<file path="config.mk">
export PLATFORM = sky130hd
export DESIGN_NAME = wifi_at_tx
export DESIGN_NICKNAME = d
export VERILOG_FILES = /design/src/rtl/wifi_at_pkg.sv /design/src/rtl/at_tx_serializer.sv /design/src/rtl/wifi_at_tx.sv
export SDC_FILE = /design/constraint.sdc
export NUM_CORES = 1
export LEC_CHECK = 0
export CAP_MARGIN = 30
export CORE_UTILIZATION = 32
export CTS_BUF_LIST = sky130_fd_sc_hd__clkbuf_4
export DETAILED_ROUTE_END_ITERATION = 16
export SYNTH_ARGS = -nofsm -noshare
export SYNTH_HDL_FRONTEND = slang
export SYNTH_SLANG_ARGS = --single-unit
</file>
<file path="constraint.sdc">
create_clock -name i_clk_sys -period 3.15 [get_ports i_clk_sys]
set_clock_uncertainty 0.15 [all_clocks]
set_input_delay 0.63 -clock i_clk_sys [delete_from_list [all_inputs] [get_ports i_clk_sys]]
set_output_delay 0.63 -clock i_clk_sys [all_outputs]
set_load 0.05 [all_outputs]
</file>
<file path="src/rtl/wifi_at_pkg.sv">
// rtl/wifi_at_pkg.sv - state encoding, AT command ROM and baud divider for the WiFi AT transmitter
//
// Purpose: shared constants for wifi_at_tx and at_tx_serializer.
//   ST_*          command FSM state encoding
//   AT_ROM        one AT_MAX_LEN-byte slot per command, text right-aligned, first character highest
//   AT_LEN        byte count of each command including the trailing CR LF
//   calc_baud_div system clock cycles per UART bit
//   rom_byte      byte idx of command sel

package wifi_at_pkg;

    localparam logic [2:0] ST_IDLE  = 3'd0;
    localparam logic [2:0] ST_LOAD  = 3'd1;
    localparam logic [2:0] ST_START = 3'd2;
    localparam logic [2:0] ST_DATA  = 3'd3;
    localparam logic [2:0] ST_STOP  = 3'd4;
    localparam logic [2:0] ST_GAP   = 3'd5;
    localparam logic [2:0] ST_DONE  = 3'd6;

    localparam int AT_MAX_LEN = 24;
    localparam logic [15:0] CRLF = 16'h0D0A;

    typedef logic [AT_MAX_LEN*8-1:0] at_slot_t;

    localparam at_slot_t AT_ROM [4] = '{
        at_slot_t'({"AT", CRLF}),
        at_slot_t'({"AT+CWMODE=1", CRLF}),
        at_slot_t'({"AT+CIPMUX=1", CRLF}),
        at_slot_t'({"AT+CIPSERVER=1,8080", CRLF})
    };

    localparam int AT_LEN [4] = '{4, 13, 13, 21};

    function automatic int calc_baud_div(input int clk_fre, input int baud_rate);
        return (clk_fre * 1000000) / baud_rate;
    endfunction

    // Text is right-aligned in its slot, so character idx sits (len-1-idx) bytes above bit 0.
    function automatic logic [7:0] rom_byte(input logic [1:0] sel, input int idx);
        at_slot_t slot;
        int       len;
        slot = AT_ROM[sel];
        len  = AT_LEN[sel];
        if (idx >= len) begin
            return 8'hFF;
        end
        return slot[(len - 1 - idx) * 8 +: 8];
    endfunction

endpackage

</file>
<file path="src/rtl/at_tx_serializer.sv">
// rtl/at_tx_serializer.sv - one-byte 8N1 shifter with baud counter
//
// Purpose: shifts start, 8 data bits LSB first and stop out of a registered line output.
// Ports:
//   i_clk      system clock
//   i_rst      synchronous reset, active-high
//   i_load     capture i_byte as a new frame and restart the baud counter
//   i_byte     byte to send
//   i_en       frame in progress; baud counter held at 0 and line forced high when low
//   o_tx       serial line, straight from a flop
//   o_bit_done last cycle of the current bit

module at_tx_serializer #(
    parameter int BAUD_DIV = 5208
) (
    input  logic       i_clk,
    input  logic       i_rst,
    input  logic       i_load,
    input  logic [7:0] i_byte,
    input  logic       i_en,
    output logic       o_tx,
    output logic       o_bit_done
);

    localparam int BAUD_W = (BAUD_DIV > 1) ? $clog2(BAUD_DIV) : 1;

    logic [BAUD_W-1:0] baud_cnt_q, baud_cnt_d;
    logic [9:0]        shift_q, shift_d;
    logic              tx_q, tx_d;
    logic              bit_done;

    assign bit_done = i_en && (baud_cnt_q == BAUD_W'(BAUD_DIV - 1));

    always_comb begin
        baud_cnt_d = baud_cnt_q;
        shift_d    = shift_q;
        if (i_load) begin
            shift_d    = {1'b1, i_byte, 1'b0};
            baud_cnt_d = '0;
        end else if (i_en) begin
            if (bit_done) begin
                baud_cnt_d = '0;
                shift_d    = {1'b1, shift_q[9:1]};
            end else begin
                baud_cnt_d = baud_cnt_q + 1'b1;
            end
        end else begin
            baud_cnt_d = '0;
        end
        // The line trails the shift register by one cycle, keeping every bit exactly BAUD_DIV wide.
        tx_d = i_en ? shift_q[0] : 1'b1;
    end

    always_ff @(posedge i_clk) begin
        if (i_rst) begin
            baud_cnt_q <= '0;
            shift_q    <= '1;
            tx_q       <= 1'b1;
        end else begin
            baud_cnt_q <= baud_cnt_d;
            shift_q    <= shift_d;
            tx_q       <= tx_d;
        end
    end

    assign o_tx       = tx_q;
    assign o_bit_done = bit_done;

endmodule

</file>
<file path="src/rtl/wifi_at_tx.sv">
// rtl/wifi_at_tx.sv - sends one of four fixed AT command strings over UART 8N1
//
// Purpose: command FSM, byte index and inter-byte gap timing around at_tx_serializer.
// Ports:
//   i_clk_sys   system clock
//   i_rst       synchronous reset, active-high
//   i_cmd_sel   command index 0..3
//   i_cmd_start request, sampled only in IDLE
//   o_busy      command in progress
//   o_cmd_done  one-cycle pulse once the last stop bit has left the line
//   o_byte_cnt  bytes fully sent in the current command
//   o_uart_tx   serial line, idle high

module wifi_at_tx
    import wifi_at_pkg::*;
#(
    parameter int CLK_FRE   = 50,
    parameter int BAUD_RATE = 9600,
    parameter int GAP_BITS  = 1,
    parameter int MAX_LEN   = 24
) (
    input  logic       i_clk_sys,
    input  logic       i_rst,
    input  logic [1:0] i_cmd_sel,
    input  logic       i_cmd_start,
    output logic       o_busy,
    output logic       o_cmd_done,
    output logic [4:0] o_byte_cnt,
    output logic       o_uart_tx
);

    localparam int BAUD_DIV = calc_baud_div(CLK_FRE, BAUD_RATE);
    // The LOAD cycle supplies the final gap cycle, so GAP itself is one cycle short.
    localparam int GAP_HOLD = (GAP_BITS * BAUD_DIV > 0) ? GAP_BITS * BAUD_DIV - 1 : 0;
    localparam int GAP_W    = (GAP_HOLD > 1) ? $clog2(GAP_HOLD) : 1;
    localparam int IDX_W    = $clog2(MAX_LEN + 1);

    logic [2:0]       state_q, state_d;
    logic [1:0]       sel_q, sel_d;
    logic [IDX_W-1:0] len_q, len_d;
    logic [IDX_W-1:0] idx_q, idx_d;
    logic [2:0]       bit_cnt_q, bit_cnt_d;
    logic [GAP_W-1:0] gap_cnt_q, gap_cnt_d;
    logic             busy_q, busy_d;
    logic             done_q, done_d;
    logic [4:0]       byte_cnt_q, byte_cnt_d;

    logic             ser_load;
    logic             ser_en;
    logic             bit_done;
    logic [7:0]       load_byte;

    assign ser_load  = (state_q == ST_LOAD);
    assign ser_en    = (state_q == ST_START) || (state_q == ST_DATA) || (state_q == ST_STOP);
    assign load_byte = rom_byte(sel_q, int'(idx_q));

    always_comb begin
        state_d   = state_q;
        sel_d     = sel_q;
        len_d     = len_q;
        idx_d     = idx_q;
        bit_cnt_d = bit_cnt_q;
        gap_cnt_d = gap_cnt_q;
        case (state_q)
            ST_IDLE: begin
                if (i_cmd_start) begin
                    sel_d   = i_cmd_sel;
                    len_d   = IDX_W'(AT_LEN[i_cmd_sel]);
                    idx_d   = '0;
                    state_d = ST_LOAD;
                end
            end
            ST_LOAD: begin
                bit_cnt_d = '0;
                state_d   = ST_START;
            end
            ST_START: begin
                if (bit_done) state_d = ST_DATA;
            end
            ST_DATA: begin
                if (bit_done) begin
                    if (bit_cnt_q == 3'd7) state_d = ST_STOP;
                    else bit_cnt_d = bit_cnt_q + 1'b1;
                end
            end
            ST_STOP: begin
                if (bit_done) begin
                    idx_d = idx_q + 1'b1;
                    if (idx_d == len_q) begin
                        state_d = ST_DONE;
                    end else if (GAP_HOLD > 0) begin
                        gap_cnt_d = '0;
                        state_d   = ST_GAP;
                    end else begin
                        state_d = ST_LOAD;
                    end
                end
            end
            ST_GAP: begin
                if (gap_cnt_q == GAP_W'(GAP_HOLD - 1)) state_d = ST_LOAD;
                else gap_cnt_d = gap_cnt_q + 1'b1;
            end
            ST_DONE: state_d = ST_IDLE;
            default: state_d = ST_IDLE;
        endcase
        // Status outputs are registered from the state so they line up with the registered line.
        busy_d     = (state_q != ST_IDLE) && (state_q != ST_DONE);
        done_d     = (state_q == ST_DONE);
        byte_cnt_d = 5'(idx_q);
    end

    always_ff @(posedge i_clk_sys) begin
        if (i_rst) begin
            state_q    <= ST_IDLE;
            sel_q      <= '0;
            len_q      <= '0;
            idx_q      <= '0;
            bit_cnt_q  <= '0;
            gap_cnt_q  <= '0;
            busy_q     <= 1'b0;
            done_q     <= 1'b0;
            byte_cnt_q <= '0;
        end else begin
            state_q    <= state_d;
            sel_q      <= sel_d;
            len_q      <= len_d;
            idx_q      <= idx_d;
            bit_cnt_q  <= bit_cnt_d;
            gap_cnt_q  <= gap_cnt_d;
            busy_q     <= busy_d;
            done_q     <= done_d;
            byte_cnt_q <= byte_cnt_d;
        end
    end

    at_tx_serializer #(
        .BAUD_DIV (BAUD_DIV)
    ) u_serializer (
        .i_clk      (i_clk_sys),
        .i_rst      (i_rst),
        .i_load     (ser_load),
        .i_byte     (load_byte),
        .i_en       (ser_en),
        .o_tx       (o_uart_tx),
        .o_bit_done (bit_done)
    );

    assign o_busy     = busy_q;
    assign o_cmd_done = done_q;
    assign o_byte_cnt = byte_cnt_q;

endmodule
</file>
==> metrics.md, run 1 <==
| Metric | Value |
|---|---|
| DRT Pass-1 Iters | 13 |
| Hold depth | 2 |
| Number of global-route vias before repair | 3279 |
| Post-synth EDFFs | 0 |
| Yosys cell types | 69 |
| Worst reg2reg path depth | 11 |
| Post-CTS Setup Inserts | 0 |
| Final Max Slew Viols | 0 |
| Routed Antenna Nets | 0 |
| Initial Util | 33.1% |
| RSZ-0062 raised after global routing | false |
| Logic pwr share | 43.4% |
| Hold Startpoint | bit_cnt_q[2] |
| DRC viols | 1 |
| P per Cell Area | 704 nW/um^2 |
| Post-Syn Area | 3830 um^2 |
| PortBufs | 12 |
| Final hold slack | 0.324 ns |
| Syn Inst Count | 472 |
| Place WS | 0.266 ns |
| Total number of vias | 3510 |
| Dpl hpwl | 6950 um |
| Critical Path, Cell by Cell | inv_1 > ha_1 > inv_1 > ha_1 > ha_1 > nand2b_1 > a211oi_1 > or2_2 > or4_1 > o31a_1 > o21ai_1 |
| Outcome | finished with violations |
| Area growth syn-to-layout | 15.5% |
| WP depth | 11 |
| Slowest CP cell | or4_1 |
| WP data arrival | 3.13 ns |
| Fmax | 341 MHz |
| Top delay family on crit path | simple AND/OR/NAND/NOR gates |
| CTS tree | yes |
| Nets | 518 |
| Clk sinks | 60 |
| HP Class | flop to flop |
| Area after DPL | 4210 um^2 |
| Net load switching power | 1.21 mW |
| Die width | 111 um |
| CTS clk-pin slew, worst paths | 0.11 ns |
| CP Max Fanout | 6 |
| FF+latch count, synth | 60 |
| WS Path Type | flop to flop |
| Slew HR | 42.6% |
| Placed Instances | 625 |
| Setup TNS Final | 0 ns |
| Seq/Total Area, Yosys | 31.3% |
| Total power | 3.12 mW |
| Die Area | 12400 um^2 |
| Routability Congestion | 0.923 |
| Final Critical Period | 2.93 ns |
| Total Wirelength | 9220 um |
| CP startpoint kind | flop |
| Largest net degree at the start of global routing | 20 |
| Initial antenna violation count | 1 |
| Layout cells sized above 1 | 11.2% |
| Leak | 1.57 nW |
| First-pass GRT wire length | 15800 um |
| Total gr overflow | 0 |
| Crit path capture type | flop |
| Reg power frac | 30.7% |
| Max clock buf depth | 2 |
| IO Pins | 13 |
| Worst setup path start | sel_q[0] |
| Syn Nets | 497 |
| Die Ht | 111 um |
| # setup viols final | 0 |
| Post-route setup slack | 0.221 ns |
| Final Hold Fails | 0 |
| Tcrit/Tclk final | 93.0% |
| Syn. warnings | 0 |
| Switching Share | 38.9% |
| Routed WL per cell | 14.4 um |
| Final core utilization | 38.3% |
| Total CTS buffers | 9 |
| H-tree Lvls | 3 |
| CP most frequent cell | ha_1 |
| Final cell count without fillers | 642 |
| Ys async rst share | 0% |
| Largest stage delay on the critical path | 0.51 ns |
| R2R Path Start | sel_q[0] |
| Vias per Instance | 5.47 |
| Avg Cell Area, Syn | 8.12 um^2 |
| Post_cts resized | 0 |
| Internal | 1.90 mW |
| DRT iter0 DRCs | 293 |
| Failing checks | design-rule violations |
| Synth Flop Type | dfxtp_1 |
| CP Buf/Inv Count | 2 |
| Worst Path Required | 3.35 ns |
| Clock power share | 26.0% |
| Row cnt | 39 |
| GRT Total Usage | 15.5% |
| Clock Latency Late Sink | 0.43 ns |
| Worst-Margin Slew | 0.856 ns |
| Clock root cell | clkbuf_4 |
| Core Area | 11600 um^2 |
| Fin area | 4430 um^2 |
| Hold_buf cts | 0 |
| Maxcap violations | 0 |
| Peak VDD IR | 0.243 mV |
final cells by class:
type,count,area (um^2)
diodes,1,2.50
clock buffers,9,67.6
clock inverters,7,146
fillers,1166,7140
inverters,23,86.3
multi-input cells,363,2440
flip-flops and latches,60,1200
well taps,143,179
repair buffers,36,300
cell usage after synthesis (5+ instances only):
master / number / area, um^2
dfxtp_1: 60 / 1200
nor2_1: 51 / 191
a21oi_1: 35 / 175
nand2_1: 28 / 105
o21ai_0: 24 / 120
inv_1: 22 / 82.6
ha_1: 20 / 250
clkbuf_1: 18 / 67.6
nand3_1: 18 / 90.1
or3_1: 16 / 100
xnor2_1: 14 / 123
a211oi_1: 12 / 90.1
nor2b_1: 10 / 62.6
nand2b_1: 9 / 56.3
nor3_1: 9 / 45.0
a21o_1: 8 / 60.1
o211ai_1: 7 / 52.6
xor2_1: 7 / 61.3
and3_1: 5 / 31.3
nand4_1: 5 / 31.3
per-layer routing:
layer | global-route usage [%] | part of all wire (%)
met1 | 21.0 | 49
met5 | 0 | 0
met4 | 7.03 | 1.4
met2 | 24.5 | 46
met3 | 2.23 | 3.9
power by group through the flow:
| stage | registers, mW | logic, mW | clock network (mW) |
|---|---|---|---|
| after detailed placement | 0.972 | 1.34 | 0 |
| after global routing | 0.968 | 1.50 | 0.858 |
| after floorplan | 0.936 | 0.985 | 0 |
| after global placement | 0.967 | 1.34 | 0 |
| final | 0.955 | 1.35 | 0.810 |
| after CTS | 0.954 | 1.34 | 0.826 |
final timing paths:
kind | slack [ns] | end
setup reg to reg | 0.22 | u_serializer.shift_q[7]
hold / removal | 0.32 | bit_cnt_q[2]
setup / recovery | 0.22 | u_serializer.shift_q[7]
hold reg to reg | 0.32 | bit_cnt_q[2]
sequential cells by signal, indices dropped and copies added (netlist names):
register	flops
o_busy	1
len_q	4
state_q	3
o_cmd_done	1
byte_cnt_d	5
u_serializer.o_tx	1
sel_q	2
bit_cnt_q	3
u_serializer.shift_q	9
o_byte_cnt	5
gap_cnt_q	13
u_serializer.baud_cnt_q	13
cells in the final DEF (no fill, tap or decap), drive strengths merged, types with 5 or more instances in the layout:
cell,count
a211oi,12
a21o,8
a21oi,35
and3,5
buf,24
clkbuf,9
clkdlybuf4s50,12
dfxtp,60
ha,20
inv,23
nand2,29
nand2b,9
nand3,18
nand4,5
nor2,51
nor2b,10
nor3,9
o211ai,8
o21ai,28
or3,16
xnor2,14
xor2,7
logic make-up after synthesis:
logic type | synth area share [%]
compound gates | 25.9
xor+xnor | 4.80
simple gates | 24.1
fa+ha+maj | 6.53
mux | 2.22
flops | 31.3
buf+inv | 5.09
worst min-delay path: cells and delay by family (launching register included):
kind               cells  cell delay [ns]
DFF                    1             0.33
and+or+nand+nor        1             0.05
AOI/OAI and AO/OA      1             0.05
Power figures use the tool's default switching activity.
==> run 2: changes to the inputs <==
- SLEW_MARGIN: unset -> 10
==> results of run 2 <==
The final DEF is identical to that of run 1; final timing and power are the same.
